--- src/rtl/msk_pkg.sv ---
`default_nettype none
// ============================================================================
// Module      : msk_pkg
// Description : Shared types and helpers for the masked-share recombiner.
//               - state_t   : recombiner FSM states (IDLE / FOLD / DONE)
//               - shidx     : flat bit index of bit i, share j (shares innermost)
//               - params_ok : parameter legality (d >= 1, count >= 1)
//               - k_width   : width of the share index register (min 1)
// Revision    : 1.0 - initial release
// ============================================================================
package msk_pkg;

    typedef enum logic [1:0] {
        ST_IDLE = 2'd0,
        ST_FOLD = 2'd1,
        ST_DONE = 2'd2
    } state_t;

    // Bit i of share j lives at i*d + j in the flat bundle.
    function automatic int shidx(input int i, input int j, input int d);
        return i * d + j;
    endfunction

    function automatic bit params_ok(input int d, input int count);
        return (d >= 1) && (count >= 1);
    endfunction

    // The index has to reach d (one past the last share), hence d+1.
    function automatic int k_width(input int d);
        int w;
        w = $clog2(d + 1);
        return (w < 1) ? 1 : w;
    endfunction

endpackage : msk_pkg
`default_nettype wire

--- src/rtl/msk_share_mux.sv ---
`default_nettype none
// ============================================================================
// Module      : msk_share_mux
// Description : Purely combinational share selector. Extracts the COUNT-bit
//               vector formed by share k of every bit of a flat shared bundle.
// Ports       : sh    in  [COUNT*D-1:0] flat shared bundle (shares innermost)
//               k     in  [K_W-1:0]     share index to extract
//               share out [COUNT-1:0]   share k of every bit (0 if k >= D)
// Revision    : 1.0 - initial release
// ============================================================================
module msk_share_mux
    import msk_pkg::*;
#(
    parameter int D     = 2,
    parameter int COUNT = 32,
    parameter int K_W   = 2
) (
    input  logic [COUNT*D-1:0] sh,
    input  logic [K_W-1:0]     k,
    output logic [COUNT-1:0]   share
);

    // One-hot compare per share so an out-of-range index simply yields zero.
    always_comb begin
        share = '0;
        for (int j = 0; j < D; j++) begin
            if (k == K_W'(j)) begin
                for (int i = 0; i < COUNT; i++) begin
                    share[i] = sh[shidx(i, j, D)];
                end
            end
        end
    end

endmodule : msk_share_mux
`default_nettype wire

--- src/rtl/msk_share_unmask.sv ---
`default_nettype none
// ============================================================================
// Module      : msk_share_unmask
// Description : Stream-side recombiner for Boolean-masked data. Accepts one
//               bundle of COUNT bits in D shares, XOR-folds one share per
//               clock, and presents the unmasked word on a valid/ready port.
//               Share material is zeroized on every output handshake and reset.
// Ports       : clk        in   clock, rising edge
//               syncreset  in   synchronous active-high reset
//               in_valid   in   input bundle valid
//               in_ready   out  block can accept a bundle (IDLE only)
//               in_shares  in   [COUNT*D-1:0] shared bundle, index i*D+j
//               out_valid  out  out_data holds a recombined word
//               out_ready  in   downstream accepts out_data
//               out_data   out  [COUNT-1:0] unmasked word, 0 unless out_valid
//               busy       out  high in every state except IDLE
// Revision    : 1.0 - initial release
// ============================================================================
module msk_share_unmask
    import msk_pkg::*;
#(
    parameter int D     = 2,
    parameter int COUNT = 32
) (
    input  logic               clk,
    input  logic               syncreset,
    input  logic               in_valid,
    output logic               in_ready,
    input  logic [COUNT*D-1:0] in_shares,
    output logic               out_valid,
    input  logic               out_ready,
    output logic [COUNT-1:0]   out_data,
    output logic               busy
);

    localparam int K_W = k_width(D);

    generate
        if (!params_ok(D, COUNT)) begin : g_param_check
            $error("msk_share_unmask: D and COUNT must both be >= 1");
        end
    endgenerate

    state_t             r_state;
    state_t             w_next;
    logic               r_in_ready;
    logic [COUNT*D-1:0] r_sh;
    logic [COUNT-1:0]   r_acc;
    logic [K_W-1:0]     r_k;

    logic [COUNT-1:0]   w_share0;
    logic [COUNT-1:0]   w_share_k;
    logic               w_accept;
    logic               w_fold_last;

    // Share 0 is taken straight from the incoming bundle so the load cycle
    // already seeds the accumulator; later shares come from the buffer.
    msk_share_mux #(
        .D     (D),
        .COUNT (COUNT),
        .K_W   (K_W)
    ) u_share0_mux (
        .sh    (in_shares),
        .k     ('0),
        .share (w_share0)
    );

    msk_share_mux #(
        .D     (D),
        .COUNT (COUNT),
        .K_W   (K_W)
    ) u_sharek_mux (
        .sh    (r_sh),
        .k     (r_k),
        .share (w_share_k)
    );

    // r_in_ready is only ever set when the next state is IDLE, so it doubles
    // as the IDLE qualifier for acceptance and stays low for one cycle after
    // reset release (no input-to-output combinational path).
    assign w_accept    = r_in_ready & in_valid;
    assign w_fold_last = (r_k == K_W'(D - 1));

    // ---------------- state register ----------------
    always_ff @(posedge clk) begin
        if (syncreset) begin
            r_state    <= ST_IDLE;
            r_in_ready <= 1'b0;
        end else begin
            r_state    <= w_next;
            r_in_ready <= (w_next == ST_IDLE);
        end
    end

    // ---------------- next-state logic ----------------
    always_comb begin
        w_next = r_state;
        case (r_state)
            ST_IDLE: begin
                if (w_accept) begin
                    w_next = (D > 1) ? ST_FOLD : ST_DONE;
                end
            end
            ST_FOLD: begin
                if (w_fold_last) begin
                    w_next = ST_DONE;
                end
            end
            ST_DONE: begin
                if (out_ready) begin
                    w_next = ST_IDLE;
                end
            end
            default: w_next = ST_IDLE;
        endcase
    end

    // ---------------- output decode ----------------
    // The data gate uses the registered DONE decode so partial sums held in
    // the accumulator can never leak onto out_data.
    always_comb begin
        in_ready  = r_in_ready;
        out_valid = (r_state == ST_DONE);
        busy      = (r_state != ST_IDLE);
        out_data  = r_acc & {COUNT{r_state == ST_DONE}};
    end

    // ---------------- datapath: buffer, accumulator, index ----------------
    always_ff @(posedge clk) begin
        if (syncreset) begin
            r_sh  <= '0;
            r_acc <= '0;
            r_k   <= '0;
        end else begin
            case (r_state)
                ST_IDLE: begin
                    if (w_accept) begin
                        r_sh  <= in_shares;
                        r_acc <= w_share0;
                        r_k   <= K_W'(1);
                    end
                end
                ST_FOLD: begin
                    r_acc <= r_acc ^ w_share_k;
                    r_k   <= r_k + K_W'(1);
                end
                ST_DONE: begin
                    if (out_ready) begin
                        r_sh  <= '0;
                        r_acc <= '0;
                        r_k   <= '0;
                    end
                end
                default: begin
                    r_sh  <= '0;
                    r_acc <= '0;
                    r_k   <= '0;
                end
            endcase
        end
    end

endmodule : msk_share_unmask
`default_nettype wire

--- config.mk ---
export PLATFORM = sky130hd
export DESIGN_NAME = msk_share_unmask
export DESIGN_NICKNAME = d
export VERILOG_FILES = /design/src/rtl/msk_pkg.sv /design/src/rtl/msk_share_mux.sv /design/src/rtl/msk_share_unmask.sv
export SDC_FILE = /design/constraint.sdc
export NUM_CORES = 1
export LEC_CHECK = 0
export BUFFER_PORTS_ARGS = -buffer_cell sky130_fd_sc_hd__buf_2
export CAP_MARGIN = 0
export CELL_PAD_IN_SITES_DETAIL_PLACEMENT = 0
export CELL_PAD_IN_SITES_GLOBAL_PLACEMENT = 1
export CORE_MARGIN = 2
export CORE_UTILIZATION = 40
export CTS_CLUSTER_SIZE = 8
export DETAILED_ROUTE_END_ITERATION = 8
export PLACE_DENSITY_LB_ADDON = 0.15
export SLEW_MARGIN = 10
export SYNTH_ARGS = -nofsm -noshare
export SYNTH_HDL_FRONTEND = slang
export SYNTH_SLANG_ARGS = --single-unit
--- constraint.sdc ---
create_clock -name clk -period 2 [get_ports clk]
set_input_delay 0.3 -clock clk [delete_from_list [all_inputs] [get_ports clk]]
set_output_delay 0.3 -clock clk [all_outputs]
set_load 0.05 [all_outputs]
==> summary.md <==
### Outcome
• outcome: finished, final reports clean

### Drt
• number of DRC markers after the initial detailed-route iteration: 183
• Routed WL per cell: 17.09 um
• via total after detailed routing: 4126
• met3 wire length: 836 um
• Post-Route WL: 12.83 mm
• top routing layer used: met4
• amount of wire on met2 after detailed routing: 5.959 mm
• # DRC: 0
• TritonRoute pass-1 iters: 5
• residual antenna-violating net count after detailed routing: 0
• via count normalized by instance count: 5.494
• total routed wire length on the met1 layer: 5.889 mm

### Min path
• endpoint of the worst hold-timing path: r_sh[33]
• hold path startpoint: in_shares[33]
• hold-critical path depth: 2
• worst min path class: input pin to register

### Global route
• global-route congestion overflow total: 0
• antenna violations before repair: 0
• overall global routing resource usage: 20.86%
• via count of the first global-routing pass: 4016
• global-route wire length before repair: 20.60 mm
• largest net degree at the start of global routing: 41

### Clock tree
• count of hold buffers inserted by post-cts repair: 0
• number of buffers inserted during clock tree synthesis: 9
• Reg clk slew, reported paths: 70 ps
• count of clock tree sinks: 101
• TritonCTS clock tree: done
• CTS max path bufs: 2
• CTS H-tree depth: 3
• root buffer cell: clkbuf_16
• source-to-sink clock delay at the later pin of the worst-skew pair: 350 ps

### Pwr
• total power density per cell area: 828.9 mW/mm^2
• part of the total power dissipated in combinational logic: 17.4%
• Clk network pwr share: 34.0%
• Internal Pwr Total: 3.390 mW
• standby leakage power: 2.398 nW
• Seq pwr share: 48.6%
• switching share of power: 28.04%
• maximum ir drop on the vdd rail: 0.7158 mV
• reported net switching power: 1.321 mW

### STA
• final worst path period share: 97.38%
• post-route minimum period: 1948 ps
• post-layout worst setup margin: 52.50 ps
• sum of negative setup slack: 0 ps
• worst hold slack: 160.4 ps
• Max Fclk: 513.5 MHz
• maximum clock skew at final layout: 4.931 ps
• transition time at the pin with the least slew margin: 405.8 ps
• max-slew violation count: 0
• Final Hold Violating Endpoints: 0
• tightest slew margin relative to the limit: 72.93%
• unrepaired setup endpoints after global routing: yes
• Final setup viols: 0

### Setup path
• arrival time at the worst endpoint: 1650 ps
• worst-path fanout max: 15
• startpoint of the lowest-slack register-to-register path: in_ready
• flop-to-flop setup slack: 250 ps
• CP Data Required Time: 1700 ps
• startpoint type of the worst setup path: register
• worst reg2reg path depth: 4
• type of the worst setup path: register to output pin
• crit end category: output pin
• Critical R2R Capture: r_acc[1]

### Yosys
• sequential area share after synthesis: 44.03%
• flops & latches, synth: 101
• number of nets produced by synthesis: 577
• number of cells produced by synthesis: 507
• share of flip-flops with an asynchronous set or reset after synthesis: 0%
• number of flops mapped to enable cells by yosys: 0
• main flop type after synthesis: dfxtp_1
• Mapped Avg Cell Area: 9.057 sq um
• fraction of synthesized cell area taken by the top area cell type: 44.03%
• number of warnings printed during yosys synthesis: 0
• post-synthesis cell type with the largest combined area: dfxtp_1
• cell with the most instances after synthesis: dfxtp_1
• synthesized area: 0.004592 sq mm
• leading cell types by total area after synthesis: dfxtp_1 (44%), a22o_1 (9.3%), o21ai_0 (6.0%), and2_1 (5.6%), nand2_1 (5.5%)
• number of distinct library cell variants in the gate-level netlist after synthesis: 44
• most used standard cells in the synthesized netlist: dfxtp_1 (101), nand2_1 (67), o21ai_0 (55)

### Placed design
• number of input and output port buffers inserted: 102
• Placer Congestion: 0.8018
• placed instance area: 0.005313 sq mm
• DP Worst Slack: 160.4 ps
• detailed-placement wirelength estimate: 8.472 mm

### Floorplan
• Die X-Extent: 111.1 um
• total number of placement rows: 39
• die area: 0.01235 sq mm
• # IOs: 103
• core box area: 0.01132 sq mm
• overall die height: 111.1 um
• initial cell density of the core: 40.56%

### Job
• Max Cap Viol: 0

### Final layout
• layout cells sized above 1: 25.16%
• Finished Core Util: 50.20%
• final instance area: 0.005683 sq mm
• nets: 674
• number of diodes: 0
• Area Overhead vs Synth: 23.76%

==> critical path: stages (launching register included) <==
cell     delay, ps
dfxtp_2        370
buf_12         170
nor2b_4        210
buf_4          200
and2_1         150
buf_4          200
==> registers in the layout, indices dropped and copies added, names as in the netlist <==
signal    cells
r_sh         64
r_acc        32
r_k           2
r_state       2
in_ready      1
==> routing by layer <==
metal,track usage (%),vias to the layer above
met5,0,-
met4,5.761,0
met3,6.014,8
met2,33.58,127
met1,27.47,1975
li1,-,2016
==> how the worst max path moves through the flow <==
| stage | endpoint | depth (start not counted) | from |
|---|---|---|---|
| floorplan | r_sh[27] | 7 | in_ready |
| global placement | r_acc[0] | 4 | r_state[1] |
| detailed placement | r_acc[1] | 4 | r_state[1] |
| CTS | out_data[24] | 5 | r_state[0] |
| global route | out_data[17] | 5 | r_state[0] |
| finish | out_data[17] | 5 | r_state[0] |
==> kinds of logic after synthesis <==
group | synth area share [%]
AOI/OAI and AO/OA | 28.15
and+or+nand+nor | 17.77
DFF | 44.03
buffers and inverters | 6.021
xor gates and xnor gates | 3.242
adders and majority gates | 0.5449
muxes | 0.2452
==> power groups by stage <==
stage	combinational [mW]	sequential, mW	clock [mW]
2_1_floorplan	0.541	2.31	0
3_3_place_gp	0.806	2.33	0
3_5_place_dp	0.819	2.33	0
4_1_cts	0.824	2.29	1.65
5_1_grt	0.905	2.31	1.73
6_report	0.818	2.29	1.60
==> cells in the final DEF (no fill, tap or decap), types with 5 or more instances in the layout <==
master and instances:
dfxtp_1 99, buf_2 70, nand2_1 67, o21ai_0 55, a22o_1 49, buf_4 44
and2_1 41, xnor2_1 17, o221ai_1 17, inv_1 12, a21oi_1 11, a211o_1 10
a21o_1 9, nor3b_1 9, clkbuf_16 9, clkbuf_4 9, nor2_1 8, a22oi_1 5
nand4_1 5, o311a_1 5, o32ai_1 5
==> per-stage QoR <==
stage | cells | total power [mW]
after CTS | 749 | 4.762
after global routing | 751 | 4.941
after global placement | 734 | 3.134
after detailed placement | 734 | 3.152
final | 751 | 4.711
after floorplan | 507 | 2.848
==> cell type report <==
class / instances / area, sq um
Timing Repair Buffer: 129 / 850.8
Sequential cell: 101 / 2027
Inverter: 13 / 48.80
Tap cell: 143 / 178.9
Fill cell: 1138 / 5638
Clock buffer: 13 / 250.2
Clock inverter: 2 / 10.01
Multi-Input combinational cell: 350 / 2317
==> repair_timing <==
item,CTS,global route
gates resized for setup,23,18
gates cloned,0,2
buffers inserted,0,0
setup endpoints to repair,32,32
(Power assumes the default switching activity.)
